### config.mk
export PLATFORM = sky130hd
export DESIGN_NAME = uart_tx_fifo_reader
export DESIGN_NICKNAME = d
export VERILOG_FILES = /design/src/rtl/uart_pkg.sv /design/src/rtl/uart_baud_tick.sv /design/src/rtl/uart_tx_fifo_reader.sv
export SDC_FILE = /design/constraint.sdc
export NUM_CORES = 1
export LEC_CHECK = 0
export ABC_AREA = 1
export BUFFER_PORTS_ARGS = -buffer_cell sky130_fd_sc_hd__buf_2
export CAP_MARGIN = 10
export CORE_MARGIN = 10
export CORE_UTILIZATION = 40
export DETAILED_ROUTE_END_ITERATION = 6
export GPL_TIMING_DRIVEN = 0
export PLACE_DENSITY_LB_ADDON = 0.1
export REMOVE_ABC_BUFFERS = 1
export SYNTH_ARGS = -nofsm -noshare
export SYNTH_HDL_FRONTEND = slang
export SYNTH_SLANG_ARGS = --single-unit
### constraint.sdc
create_clock -name clk -period 4.3 [get_ports clk]
set_input_delay 0.86 -clock clk [delete_from_list [all_inputs] [get_ports clk]]
set_output_delay 0.86 -clock clk [all_outputs]
set_load 0.02 [all_outputs]
### src/rtl/uart_pkg.sv
// Shared UART definitions: frame geometry, default oversampling and the state encoding
// used by the TX path (and later by the RX path).
package uart_pkg;

  localparam int DATA_BITS          = 8;
  localparam int DEFAULT_OVERSAMPLE = 16;

  typedef enum logic [1:0] {
    ST_IDLE  = 2'd0,
    ST_START = 2'd1,
    ST_DATA  = 2'd2,
    ST_STOP  = 2'd3
  } uart_state_t;

  // Clocks per baud tick; truncating division, caller guarantees a result >= 2.
  function automatic int baud_div(input int clk_freq, input int baud, input int oversample);
    return clk_freq / (baud * oversample);
  endfunction

endpackage

### src/rtl/uart_baud_tick.sv
// Free-running divider producing a one-clock tick every DIV clocks; held at zero while clr=1
// so the first tick after clr drops arrives exactly DIV clocks later.
module uart_baud_tick #(
  parameter int DIV = 2
) (
  input  logic clk,
  input  logic rst,
  input  logic clr,
  output logic tick
);

  localparam int CW = (DIV > 1) ? $clog2(DIV) : 1;

  logic [CW-1:0] cnt_reg;
  logic [CW-1:0] cnt_next;

  always_comb begin
    tick     = (cnt_reg == CW'(DIV - 1));
    cnt_next = cnt_reg + 1'b1;
    if (clr || tick) begin
      cnt_next = '0;
    end
  end

  always_ff @(posedge clk or posedge rst) begin
    if (rst) begin
      cnt_reg <= '0;
    end else begin
      cnt_reg <= cnt_next;
    end
  end

endmodule

### src/rtl/uart_tx_fifo_reader.sv
// Drains the TX byte FIFO: pops one byte when it is non-empty and sends it as an 8N1 frame,
// LSB first, on the registered tx line.
module uart_tx_fifo_reader
  import uart_pkg::*;
#(
  parameter int CLK_FREQ   = 100_000_000,
  parameter int BAUD       = 9600,
  parameter int OVERSAMPLE = DEFAULT_OVERSAMPLE
) (
  input  logic       clk,
  input  logic       rst,
  input  logic       fifo_empty,
  input  logic [7:0] fifo_pop_data,
  output logic       fifo_pop,
  output logic       tx,
  output logic       tx_busy,
  output logic       tx_done
);

  localparam int DIV    = baud_div(CLK_FREQ, BAUD, OVERSAMPLE);
  localparam int TICK_W = $clog2(OVERSAMPLE);
  localparam int BIT_W  = $clog2(DATA_BITS);

  uart_state_t          state_reg, state_next;
  logic [DATA_BITS-1:0] shift_reg, shift_next;
  logic [BIT_W-1:0]     bit_idx_reg, bit_idx_next;
  logic [TICK_W-1:0]    tick_cnt_reg, tick_cnt_next;
  logic                 tx_reg, tx_next;
  logic                 baud_tick;
  logic                 bit_end;

  // Divider is held cleared in IDLE so every frame starts on a fresh bit boundary.
  uart_baud_tick #(
    .DIV (DIV)
  ) u_baud_tick (
    .clk  (clk),
    .rst  (rst),
    .clr  (state_reg == ST_IDLE),
    .tick (baud_tick)
  );

  assign bit_end = baud_tick && (tick_cnt_reg == TICK_W'(OVERSAMPLE - 1));
  assign tx      = tx_reg;

  always_comb begin
    state_next    = state_reg;
    shift_next    = shift_reg;
    bit_idx_next  = bit_idx_reg;
    tick_cnt_next = tick_cnt_reg;
    tx_next       = tx_reg;
    fifo_pop      = 1'b0;
    tx_done       = 1'b0;
    tx_busy       = (state_reg != ST_IDLE);

    if (baud_tick && (state_reg != ST_IDLE)) begin
      tick_cnt_next = bit_end ? '0 : tick_cnt_reg + 1'b1;
    end

    case (state_reg)
      ST_IDLE: begin
        tx_next = 1'b1;
        // Gated by rst so nothing is popped while the block is held in reset.
        fifo_pop = ~fifo_empty & ~rst;
        if (fifo_pop) begin
          shift_next    = fifo_pop_data;
          bit_idx_next  = '0;
          tick_cnt_next = '0;
          tx_next       = 1'b0;
          state_next    = ST_START;
        end
      end
      ST_START: begin
        if (bit_end) begin
          tx_next    = shift_reg[0];
          state_next = ST_DATA;
        end
      end
      ST_DATA: begin
        if (bit_end) begin
          if (bit_idx_reg == BIT_W'(DATA_BITS - 1)) begin
            tx_next    = 1'b1;
            state_next = ST_STOP;
          end else begin
            shift_next   = shift_reg >> 1;
            tx_next      = shift_reg[1];
            bit_idx_next = bit_idx_reg + 1'b1;
          end
        end
      end
      ST_STOP: begin
        if (bit_end) begin
          tx_done    = 1'b1;
          tx_next    = 1'b1;
          state_next = ST_IDLE;
        end
      end
      default: begin
        tx_next    = 1'b1;
        state_next = ST_IDLE;
      end
    endcase
  end

  always_ff @(posedge clk or posedge rst) begin
    if (rst) begin
      state_reg    <= ST_IDLE;
      shift_reg    <= '0;
      bit_idx_reg  <= '0;
      tick_cnt_reg <= '0;
      tx_reg       <= 1'b1;
    end else begin
      state_reg    <= state_next;
      shift_reg    <= shift_next;
      bit_idx_reg  <= bit_idx_next;
      tick_cnt_reg <= tick_cnt_next;
      tx_reg       <= tx_next;
    end
  end

endmodule

==> flow_metrics.env, run 1 <==
export IMPL_grt_pass1_wl_um=6092
export IMPL_synth_edf_count=0
export IMPL_ys_types=27
export IMPL_synth_area_sq_um=1629
export IMPL_netlist_instances=204
export IMPL_dr_pass1_iters=4
export IMPL_cts_inserted_buffers=3
export IMPL_via_per_inst=4.978
export IMPL_endpoint="fifo_pop"
export IMPL_antenna_cells=0
export IMPL_async_reset_ff_share_pct=100.0
export IMPL_die_area_sq_um=7025
export IMPL_totalNegativeSetupSlack_ns=0
export IMPL_skew_ns=0.002810
export IMPL_clock_fmax_mhz=394.7
export IMPL_grt_overflow=0
export IMPL_worstPathRequired_ns=3.44
export IMPL_layout_commonest_cell="nand2_1"
export IMPL_reg2reg_slack_ns=2.05
export IMPL_root_buffer="clkbuf_8"
export IMPL_synth_seq_area_share_pct=43.09
export IMPL_endpoint_kind="output pin"
export IMPL_r2r_cells=7
export IMPL_die_width_um=83.82
export IMPL_max_stage_delay_ns=0.44
export IMPL_critPathBufInv=3
export IMPL_rsz0062_at_grt="no"
export IMPL_largest_reg_flops=10
export IMPL_cts_tree="done"
export IMPL_hold_viol=0
export IMPL_power_density_nw_per_um2=573.6
export IMPL_clk_latency_ns=0.27
export IMPL_max_slew_worst_pin_slew_ns=0.5392
export IMPL_cp_startpoint="state_reg[1]"
export IMPL_ir_worst_vdd_mv=0.2497
export IMPL_antenna_found_initial=0
export IMPL_io_buffer_count=14
export IMPL_critPathMaxFanout=7
export IMPL_cts_hold_fix_buffers=0
export IMPL_synthMuxAreaShare_pct=0
export IMPL_cts_sinks=28
export IMPL_drv_slew=0
export IMPL_std_cell_rows=23
export IMPL_htreeDepth=1
export IMPL_worst_path_max_delay_cell="dfrtp_1"
export IMPL_cts_setup_buffers=0
export IMPL_cts_max_path_buffers=2
export IMPL_yosys_register_bits=28
export IMPL_min_from="shift_reg[1]"
export IMPL_boundaryPins=15
export IMPL_synth_compound_area_share_pct=3.533
export IMPL_syn_to_final_growth_pct=12.06
export IMPL_finalCoreUtilization_pct=45.97
export IMPL_arrival_ns=1.67
export IMPL_first_iter_violations=97
export IMPL_min_period_ns=2.533
export IMPL_dr_total_vias=1339
export IMPL_yosys_area_share_simple_pct=39.09
export IMPL_grt_pass1_vias=1344
export IMPL_synth_top_family_by_area="simple AND/OR/NAND/NOR gates"
export IMPL_slew_headroom_pct=64.05
export IMPL_initial_utilization_pct=41.02
export IMPL_cts_resized_gates=0
export IMPL_mostFrequentLayoutCells="62 x nand2_1, 27 x dfrtp_1, 22 x nor2_1, 15 x inv_1, 14 x buf_2"
export IMPL_path_class="register to output pin"
export IMPL_cp_num_cells=5
export IMPL_die_h_um=83.82
export IMPL_finalWorstSetupSlack_ns=1.767
export IMPL_worstSetupStartpointType="register"
export IMPL_coreArea_sq_um=3971
export IMPL_finalHoldWorstSlack_ns=0.4791
export IMPL_cp_cell_sequence="inv_1 -> ha_1 -> inv_2 -> nor3_1 -> buf_2"
export IMPL_routedWlPerCell_um=12.43
export IMPL_p_leak_uw=0.0009423
export IMPL_status="completed"
export IMPL_setup_violations=0
export IMPL_fin_crit_sh_pct=58.92
export IMPL_remaining_drc_errors=0
export IMPL_fillCellCount=406
export IMPL_rr_endpoint="shift_reg[4]"
export IMPL_synthAdderAreaFrac_pct=6.912
export IMPL_crit_family="flip-flops"
export IMPL_track_usage_pct=10.06
export IMPL_clkTransAtPathRegs_ns=0.09
export IMPL_layout_nets=240
export IMPL_dp_hpwl_um=2493
export IMPL_synth_xor_xnor_area_share_pct=1.075
export IMPL_hold_class="register to register"
export IMPL_yosysWarnings=0
export IMPL_syn_area_per_cell_sq_um=7.986
export IMPL_max_cap_violations=0
export IMPL_drive_above_1_share_pct=16.44
export IMPL_ant_nets=0
export IMPL_dp_slack_ns=1.907
export IMPL_gp_congestion=0.8071
export IMPL_r2r_start="state_reg[0]"
export IMPL_drt_total_wl_um=3345
export IMPL_synth_ff_type="dfrtp_1"
export IMPL_grt_max_degree=29
==> per-stage QoR <==
step | power [uW] | instance area, sq um | std cells
floorplan | 725.1 | 1594 | 200
global placement | 825.8 | 1727 | 264
detailed placement | 847.3 | 1727 | 264
CTS | 1057 | 1798 | 268
global route | 1150 | 1826 | 269
finish | 1047 | 1826 | 269
==> cells in the mapped netlist, types with 2 or more instances <==
master | number | area, sq um
and3_1 | 2 | 12.51
nor3b_1 | 4 | 30.03
ha_1 | 9 | 112.6
o21ai_0 | 4 | 20.02
inv_2 | 2 | 7.510
nand3_1 | 9 | 45.04
nand2_2 | 5 | 31.28
nand4_1 | 12 | 75.07
a21oi_1 | 6 | 30.03
inv_1 | 15 | 56.30
dfrtp_1 | 27 | 675.7
nor3_1 | 6 | 30.03
nor2_1 | 22 | 82.58
nor2_2 | 4 | 25.02
xor2_1 | 2 | 17.52
buf_6 | 2 | 22.52
nor2_4 | 2 | 22.52
nand2_1 | 62 | 232.7
==> area by class of cell <==
| cell class | instances | area, sq um | share of cell area, % |
|---|---|---|---|
| Timing Repair Buffer | 15 | 97.59 | 5.346 |
| Multi-Input combinational cell | 154 | 824.5 | 45.17 |
| Clock inverter | 1 | 30.03 | 1.645 |
| Inverter | 18 | 67.56 | 3.701 |
| Clock buffer | 3 | 41.29 | 2.262 |
| Tap cell | 50 | 62.56 | 3.427 |
| Sequential cell | 28 | 701.9 | 38.45 |
==> kinds of logic after synthesis <==
kind of cell,count (synthesis)
XOR/XNOR,2
flip-flops,28
AO/OA/AOI/OAI,11
AND/OR/NAND/NOR,132
buffers and inverters,22
adder cells (fa/ha/maj),9
==> worst min path at each step <==
stage / endpoint / slack, ns / depth (start not counted)
2_1_floorplan: shift_reg[6] / 0.44 / 2
3_3_place_gp: shift_reg[1] / 0.45 / 2
3_5_place_dp: shift_reg[1] / 0.46 / 2
4_1_cts: shift_reg[1] / 0.48 / 2
5_1_grt: shift_reg[1] / 0.50 / 2
6_report: shift_reg[1] / 0.48 / 2
==> where the power goes <==
part | internal [uW] | switching (uW)
combinational | 145 | 310
clock | 125 | 83.0
sequential | 338 | 45.8
total | 608 | 439
==> routing by layer <==
layer	wire (um)	vias to the layer above	GRT usage (%)	share of wire (%)
met5	0	-	0	0
met4	62	0	3.805	1.9
met3	116	7	2.344	3.5
met2	1491	20	15.61	45
met1	1675	619	13.09	50
li1	-	693	-	-
==> worst register-to-register path, delay by kind of cell, from the launching register on <==
family,cells,cell delay [ns]
and+or+nand+nor,5,1.11
adders and majority gates,1,0.50
buffers and inverters,1,0.10
DFF,1,0.43
Power figures use the tool's default switching activity.
==> run 2, diff against run 1 <==
--- a/config.mk
+++ b/config.mk
@@ -5,7 +5,7 @@
 export SDC_FILE = /design/constraint.sdc
 export NUM_CORES = 1
 export LEC_CHECK = 0
-export ABC_AREA = 1
+export ABC_AREA = 0
 export BUFFER_PORTS_ARGS = -buffer_cell sky130_fd_sc_hd__buf_2
 export CAP_MARGIN = 10
 export CORE_MARGIN = 10
==> constraint.sdc (replaced) <==
create_clock -name clk -period 2.5 [get_ports clk]
set_input_delay 0.5 -clock clk [delete_from_list [all_inputs] [get_ports clk]]
set_output_delay 0.5 -clock clk [all_outputs]
set_load 0.02 [all_outputs]
==> run 2 against run 1 <==
Effect of this change: register-to-register slack got worse by 1.8 ns; cell count is 14% lower; clock skew grew 0.00067 ns; sequential share of layout area shrank 0.70 points; clock power up 75%; critical path depth up 1; total power up 84%; critical path type unchanged; final area up 1.9%; global-route usage decreased by 0.32 points; first-iteration DRC count decreased by 19%; area after synthesis is 1.2% higher; largest power group unchanged; critical endpoint is now tx_done.
==> flow_metrics.env, run 2 <==
export IMPL_synth_seq_area_share_pct=42.56
export IMPL_yosys_register_bits=28
export IMPL_cts_tree="done"
export IMPL_swShare_pct=39.64
export IMPL_ir_worst_vdd_mv=0.4555
export IMPL_htreeDepth=1
export IMPL_path_class="register to output pin"
export IMPL_ys_types=41
export IMPL_finalWorstSetupSlack_ns=0.1891
export IMPL_grt_max_degree=29
export IMPL_netlist_instances=168
export IMPL_power_density_nw_per_um2=1037
export IMPL_max_slew_worst_pin_slew_ns=0.7346
export IMPL_syn_area_per_cell_sq_um=9.816
export IMPL_gp_congestion=0.7339
export IMPL_critPathMaxFanout=6
export IMPL_drt_total_wl_um=3545
export IMPL_power_share_combinational_pct=43.0
export IMPL_die_width_um=84.21
export IMPL_worstSetupStartpointType="register"
export IMPL_synth_top_area_share_pct=40.97
export IMPL_setup_violations=0
export IMPL_reg2reg_slack_ns=0.24
export IMPL_antenna_cells=0
export IMPL_die_h_um=84.21
export IMPL_totalNegativeSetupSlack_ns=0
export IMPL_r2r_cells=6
export IMPL_first_iter_violations=79
export IMPL_fin_crit_sh_pct=92.43
export IMPL_boundaryPins=15
export IMPL_hold_class="primary input to async pin"
export IMPL_via_per_inst=5.552
export IMPL_dp_slack_ns=-0.007178
export IMPL_grt_pass1_wl_um=5968
export IMPL_coreArea_sq_um=4000
export IMPL_async_reset_ff_share_pct=100.0
export IMPL_min_period_ns=2.311
export IMPL_die_area_sq_um=7091
export IMPL_fin_area_sq_um=1859
export IMPL_pwr_share_clk_pct=18.9
export IMPL_seq_power_share_pct=38.1
export IMPL_rsz0062_at_grt="no"
export IMPL_cts_hold_fix_buffers=0
export IMPL_synth_largest_area_cell="dfrtp_1"
export IMPL_r2r_start="state_reg[0]"
export IMPL_syn_to_final_growth_pct=12.75
export IMPL_largest_reg_flops=10
export IMPL_endpoint_kind="output pin"
export IMPL_status="completed"
export IMPL_layout_nets=201
export IMPL_io_buffer_count=14
export IMPL_synth_ff_type="dfrtp_1"
export IMPL_yosys_top_cells_count="27 x dfrtp_1, 17 x nor2_1, 14 x inv_1, 11 x nand2_1"
export IMPL_arrival_ns=1.81
export IMPL_synth_area_leaders="dfrtp_1 41%, ha_1 6.8%, nor2_1 3.9%"
export IMPL_switchingPower_uw=764.2
export IMPL_synth_most_common_cell="dfrtp_1"
export IMPL_track_usage_pct=9.743
export IMPL_clock_fmax_mhz=432.7
export IMPL_drv_slew=0
export IMPL_yosysWarnings=0
export IMPL_dr_pass1_iters=4
export IMPL_clkTransAtPathRegs_ns=0.10
export IMPL_clk_latency_ns=0.28
export IMPL_root_buffer="clkbuf_8"
export IMPL_synth_area_sq_um=1649
export IMPL_remaining_drc_errors=0
export IMPL_dp_hpwl_um=2473
export IMPL_drive_above_1_share_pct=20.56
export IMPL_grt_overflow=0
export IMPL_worstPathRequired_ns=2.00
export IMPL_initial_utilization_pct=41.23
export IMPL_max_cap_violations=0
export IMPL_rr_endpoint="state_reg[1]"
export IMPL_skew_ns=0.003476
export IMPL_mostFrequentLayoutCells="27 x dfrtp_1, 17 x nor2_1, 14 x inv_1, 14 x buf_2, 11 x nand2_1"
export IMPL_routedWlPerCell_um=15.41
export IMPL_ant_nets=0
export IMPL_std_cell_rows=23
export IMPL_cts_max_path_buffers=2
export IMPL_antenna_found_initial=0
export IMPL_hold_viol=0
export IMPL_cts_inserted_buffers=3
export IMPL_dr_total_vias=1277
export IMPL_synth_edf_count=0
export IMPL_placedInstanceArea_sq_um=1737
export IMPL_p_int_uw=1164
export IMPL_p_leak_uw=0.0008274
export IMPL_grt_pass1_vias=1251
export IMPL_layout_commonest_cell="dfrtp_1"
export IMPL_slew_headroom_pct=51.02
export IMPL_cts_sinks=28
## run 2: stage by stage
stage	util (%)	power, uW	std cells	hold slack, ns
floorplan	-	1327	160	0.4737
global placement	43.42	1504	224	0.4940
detailed placement	43.42	1538	224	0.4988
CTS	45.29	1913	228	0.5171
global route	46.48	2072	230	0.2212
finish	46.48	1928	230	0.2042
## run 2: worst max-delay path by stage
stage                            from        endpoint  cells past startpoint
2_1_floorplan            state_reg[0]        fifo_pop                      4
3_3_place_gp             state_reg[0]  bit_idx_reg[0]                      5
3_5_place_dp             state_reg[0]  bit_idx_reg[0]                      5
4_1_cts                  state_reg[0]  bit_idx_reg[0]                      5
5_1_grt                  state_reg[0]        fifo_pop                      5
6_report       u_baud_tick.cnt_reg[0]         tx_done                      6
## run 2: worst max-delay path: stages, from the launching register on
cell	delay (ns)
dfrtp_1	0.43
inv_1	0.07
ha_1	0.14
nor4b_4	0.28
and3_4	0.29
and3_1	0.16
buf_2	0.16
## run 2: logic make-up after synthesis
family | after synthesis | synth area share, %
multiplexers | 6 | 3.869
adder cells (fa/ha/maj) | 9 | 6.829
AO/OA/AOI/OAI | 36 | 15.86
buffers and inverters | 22 | 5.918
XOR/XNOR | 9 | 4.780
AND/OR/NAND/NOR | 58 | 20.18
flip-flops | 28 | 42.56
## run 2: layout make-up
class	instances	area [sq um]
Clock buffer	3	41.29
Clock inverter	1	30.03
Fill cell	380	2141
Inverter	14	52.55
Multi-Input combinational cell	118	865.8
Sequential cell	28	701.9
Tap cell	50	62.56
Timing Repair Buffer	16	105.1
## run 2: per-layer routing
layer | GRT usage [%] | part of all wire, % | up-vias
li1 | - | - | 635
met1 | 12.76 | 50 | 620
met2 | 15.63 | 46 | 20
met3 | 2.222 | 3.0 | 2
met4 | 2.588 | 0.54 | 0
met5 | 0 | 0 | -
## run 2: power groups by stage
stage	combinational [uW]	clock, uW	sequential, uW
after floorplan	608	0	719
final	828	365	734
after detailed placement	795	0	742
after CTS	805	375	733
after global routing	926	392	755
after global placement	772	0	732
## run 2: repair_timing
item,CTS,global route
setup endpoints to repair,3,7
resized for setup,2,3
pin swaps,0,0
buffers inserted,0,1
==> run 3, diff against run 2 <==
--- a/config.mk
+++ b/config.mk
@@ -12,7 +12,6 @@
 export CORE_UTILIZATION = 40
 export DETAILED_ROUTE_END_ITERATION = 6
 export GPL_TIMING_DRIVEN = 0
-export PLACE_DENSITY_LB_ADDON = 0.1
 export REMOVE_ABC_BUFFERS = 1
 export SYNTH_ARGS = -nofsm -noshare
 export SYNTH_HDL_FRONTEND = slang
==> run 3 against run 2 <==
Effect of this change: combinational power rose by 2%; first-iteration DRC count increased by 7.6%; hold slack gained 0.042 ns; worst setup slack lost 0.061 ns; cell count decreased by 0.43%; via count grew 1.6%; sequential power hardly changed; critical path type unchanged; critical endpoint unchanged; highest routed layer unchanged.
==> flow_metrics.env, run 3 (synthesized netlist as in run 2, its figures left out) <==
export IMPL_boundaryPins=15
export IMPL_worstSetupStartpointType="register"
export IMPL_hold_viol=0
export IMPL_mostFrequentLayoutCells="27 x dfrtp_1, 17 x nor2_1, 14 x inv_1, 14 x buf_2, 11 x nand2_1"
export IMPL_clk_latency_ns=0.27
export IMPL_dp_slack_ns=-0.01692
export IMPL_die_area_sq_um=7091
export IMPL_die_h_um=84.21
export IMPL_cts_sinks=28
export IMPL_dr_pass1_iters=4
export IMPL_skew_ns=0.005834
export IMPL_fin_crit_sh_pct=94.86
export IMPL_via_per_inst=5.668
export IMPL_finalHoldWorstSlack_ns=0.2457
export IMPL_antenna_cells=0
export IMPL_p_leak_uw=0.0008163
export IMPL_die_width_um=84.21
export IMPL_grt_overflow=0
export IMPL_cts_max_path_buffers=2
export IMPL_syn_to_final_growth_pct=11.61
export IMPL_endpoint_kind="output pin"
export IMPL_switchingPower_uw=762.4
export IMPL_layout_nets=200
export IMPL_worstPathRequired_ns=2.00
export IMPL_gp_congestion=0.7681
export IMPL_largest_reg_flops=10
export IMPL_htreeDepth=1
export IMPL_io_buffer_count=14
export IMPL_cts_setup_buffers=0
export IMPL_antenna_found_initial=0
export IMPL_placedCellCount=224
export IMPL_max_cap_violations=0
export IMPL_setup_violations=0
export IMPL_cts_inserted_buffers=3
export IMPL_grt_pass1_vias=1268
export IMPL_p_int_uw=1096
export IMPL_first_iter_violations=85
export IMPL_clock_fmax_mhz=421.7
export IMPL_dp_hpwl_um=2460
export IMPL_ant_nets=0
export IMPL_grt_max_degree=29
export IMPL_status="completed"
export IMPL_critPathMaxFanout=6
export IMPL_slew_headroom_pct=51.75
export IMPL_seq_power_share_pct=39.5
export IMPL_pwr_share_clk_pct=15.3
export IMPL_drv_slew=0
export IMPL_power_share_combinational_pct=45.3
export IMPL_swShare_pct=41.02
export IMPL_drive_above_1_share_pct=19.55
export IMPL_remaining_drc_errors=0
export IMPL_track_usage_pct=9.416
export IMPL_dr_total_vias=1298
export IMPL_drt_total_wl_um=3485
export IMPL_cts_tree="done"
export IMPL_layout_commonest_cell="dfrtp_1"
export IMPL_power_density_nw_per_um2=1010
export IMPL_max_slew_worst_pin_slew_ns=0.7238
export IMPL_path_class="register to output pin"
export IMPL_coreArea_sq_um=4000
export IMPL_grt_pass1_wl_um=5837
export IMPL_std_cell_rows=23
export IMPL_initial_utilization_pct=41.23
export IMPL_rsz0062_at_grt="no"
export IMPL_hold_class="primary input to async pin"
export IMPL_min_period_ns=2.372
export IMPL_routedWlPerCell_um=15.22
export IMPL_ir_worst_vdd_mv=0.4678
export IMPL_fillCellCount=393
export IMPL_clkTransAtPathRegs_ns=0.10
export IMPL_design_power_total_uw=1859
export IMPL_root_buffer="clkbuf_8"
export IMPL_instances_no_fill=229
export IMPL_arrival_ns=1.87
export IMPL_finalWorstSetupSlack_ns=0.1284
run 3: changes by cell type in the layout (fill, tap and decap cells not counted), sizes merged:
cell	before	now
buf	16	15
bufinv	1	0
clkbuf	3	4
run 3: metrics by stage:
step	setup TNS, ns	utilization (%)	area, sq um
after detailed placement	-0.01692	43.42	1737
final	0	46.01	1841
after global routing	0	46.01	1841
after floorplan	0	-	1604
after CTS	0	44.85	1794
after global placement	0	43.42	1737
run 3: final cells by class:
| class | count | area (sq um) | share of cell area [%] |
|---|---|---|---|
| timing repair buffer | 15 | 97.59 | 5.303 |
| clock buffer | 4 | 55.05 | 2.991 |
| tap | 50 | 62.56 | 3.399 |
| sequential | 28 | 701.9 | 38.14 |
| multi-input combinational | 118 | 870.8 | 47.31 |
| inverter | 14 | 52.55 | 2.855 |
run 3: per-layer routing:
metal	wire (um)	up-vias	part of all wire, %	global-route usage, %
met4	29	0	0.83	2.740
li1	-	635	-	-
met5	0	-	0	0
met1	1720	633	49	12.77
met3	153	4	4.4	2.415
met2	1581	26	45	14.25
run 3: final timing paths:
| kind | from | end | slack [ns] | cells after the start |
|---|---|---|---|---|
| worst min-delay path | rst | shift_reg[7] | 0.25 | 2 |
| min in group clk | u_baud_tick.cnt_reg[0] | u_baud_tick.cnt_reg[0] | 0.51 | 1 |
| max in group asynchronous | rst | u_baud_tick.cnt_reg[9] | 1.81 | 3 |
| worst min register to register | u_baud_tick.cnt_reg[0] | u_baud_tick.cnt_reg[0] | 0.51 | 1 |
| worst max-delay path | u_baud_tick.cnt_reg[0] | tx_done | 0.13 | 6 |
| worst max register to register | state_reg[0] | bit_idx_reg[1] | 0.23 | 5 |
run 3: what timing repair did:
action	CTS	global route
gates resized for setup	1	4
endpoints found under the setup margin	3	7
cloned	0	0
hold buffers	0	0
run 3: power by group through the flow:
stage	logic (uW)	registers, uW	clock network [uW]
floorplan	608	719	0
finish	841	734	284
CTS	807	733	292
detailed placement	796	743	0
global route	945	755	305
global placement	761	733	0
run 3: worst max-delay path: stages (launching register included):
cell and delay, ns:
dfrtp_1 0.43, inv_1 0.07, ha_1 0.14, nor4b_4 0.34
and3_4 0.31, and3_1 0.16, buf_2 0.16
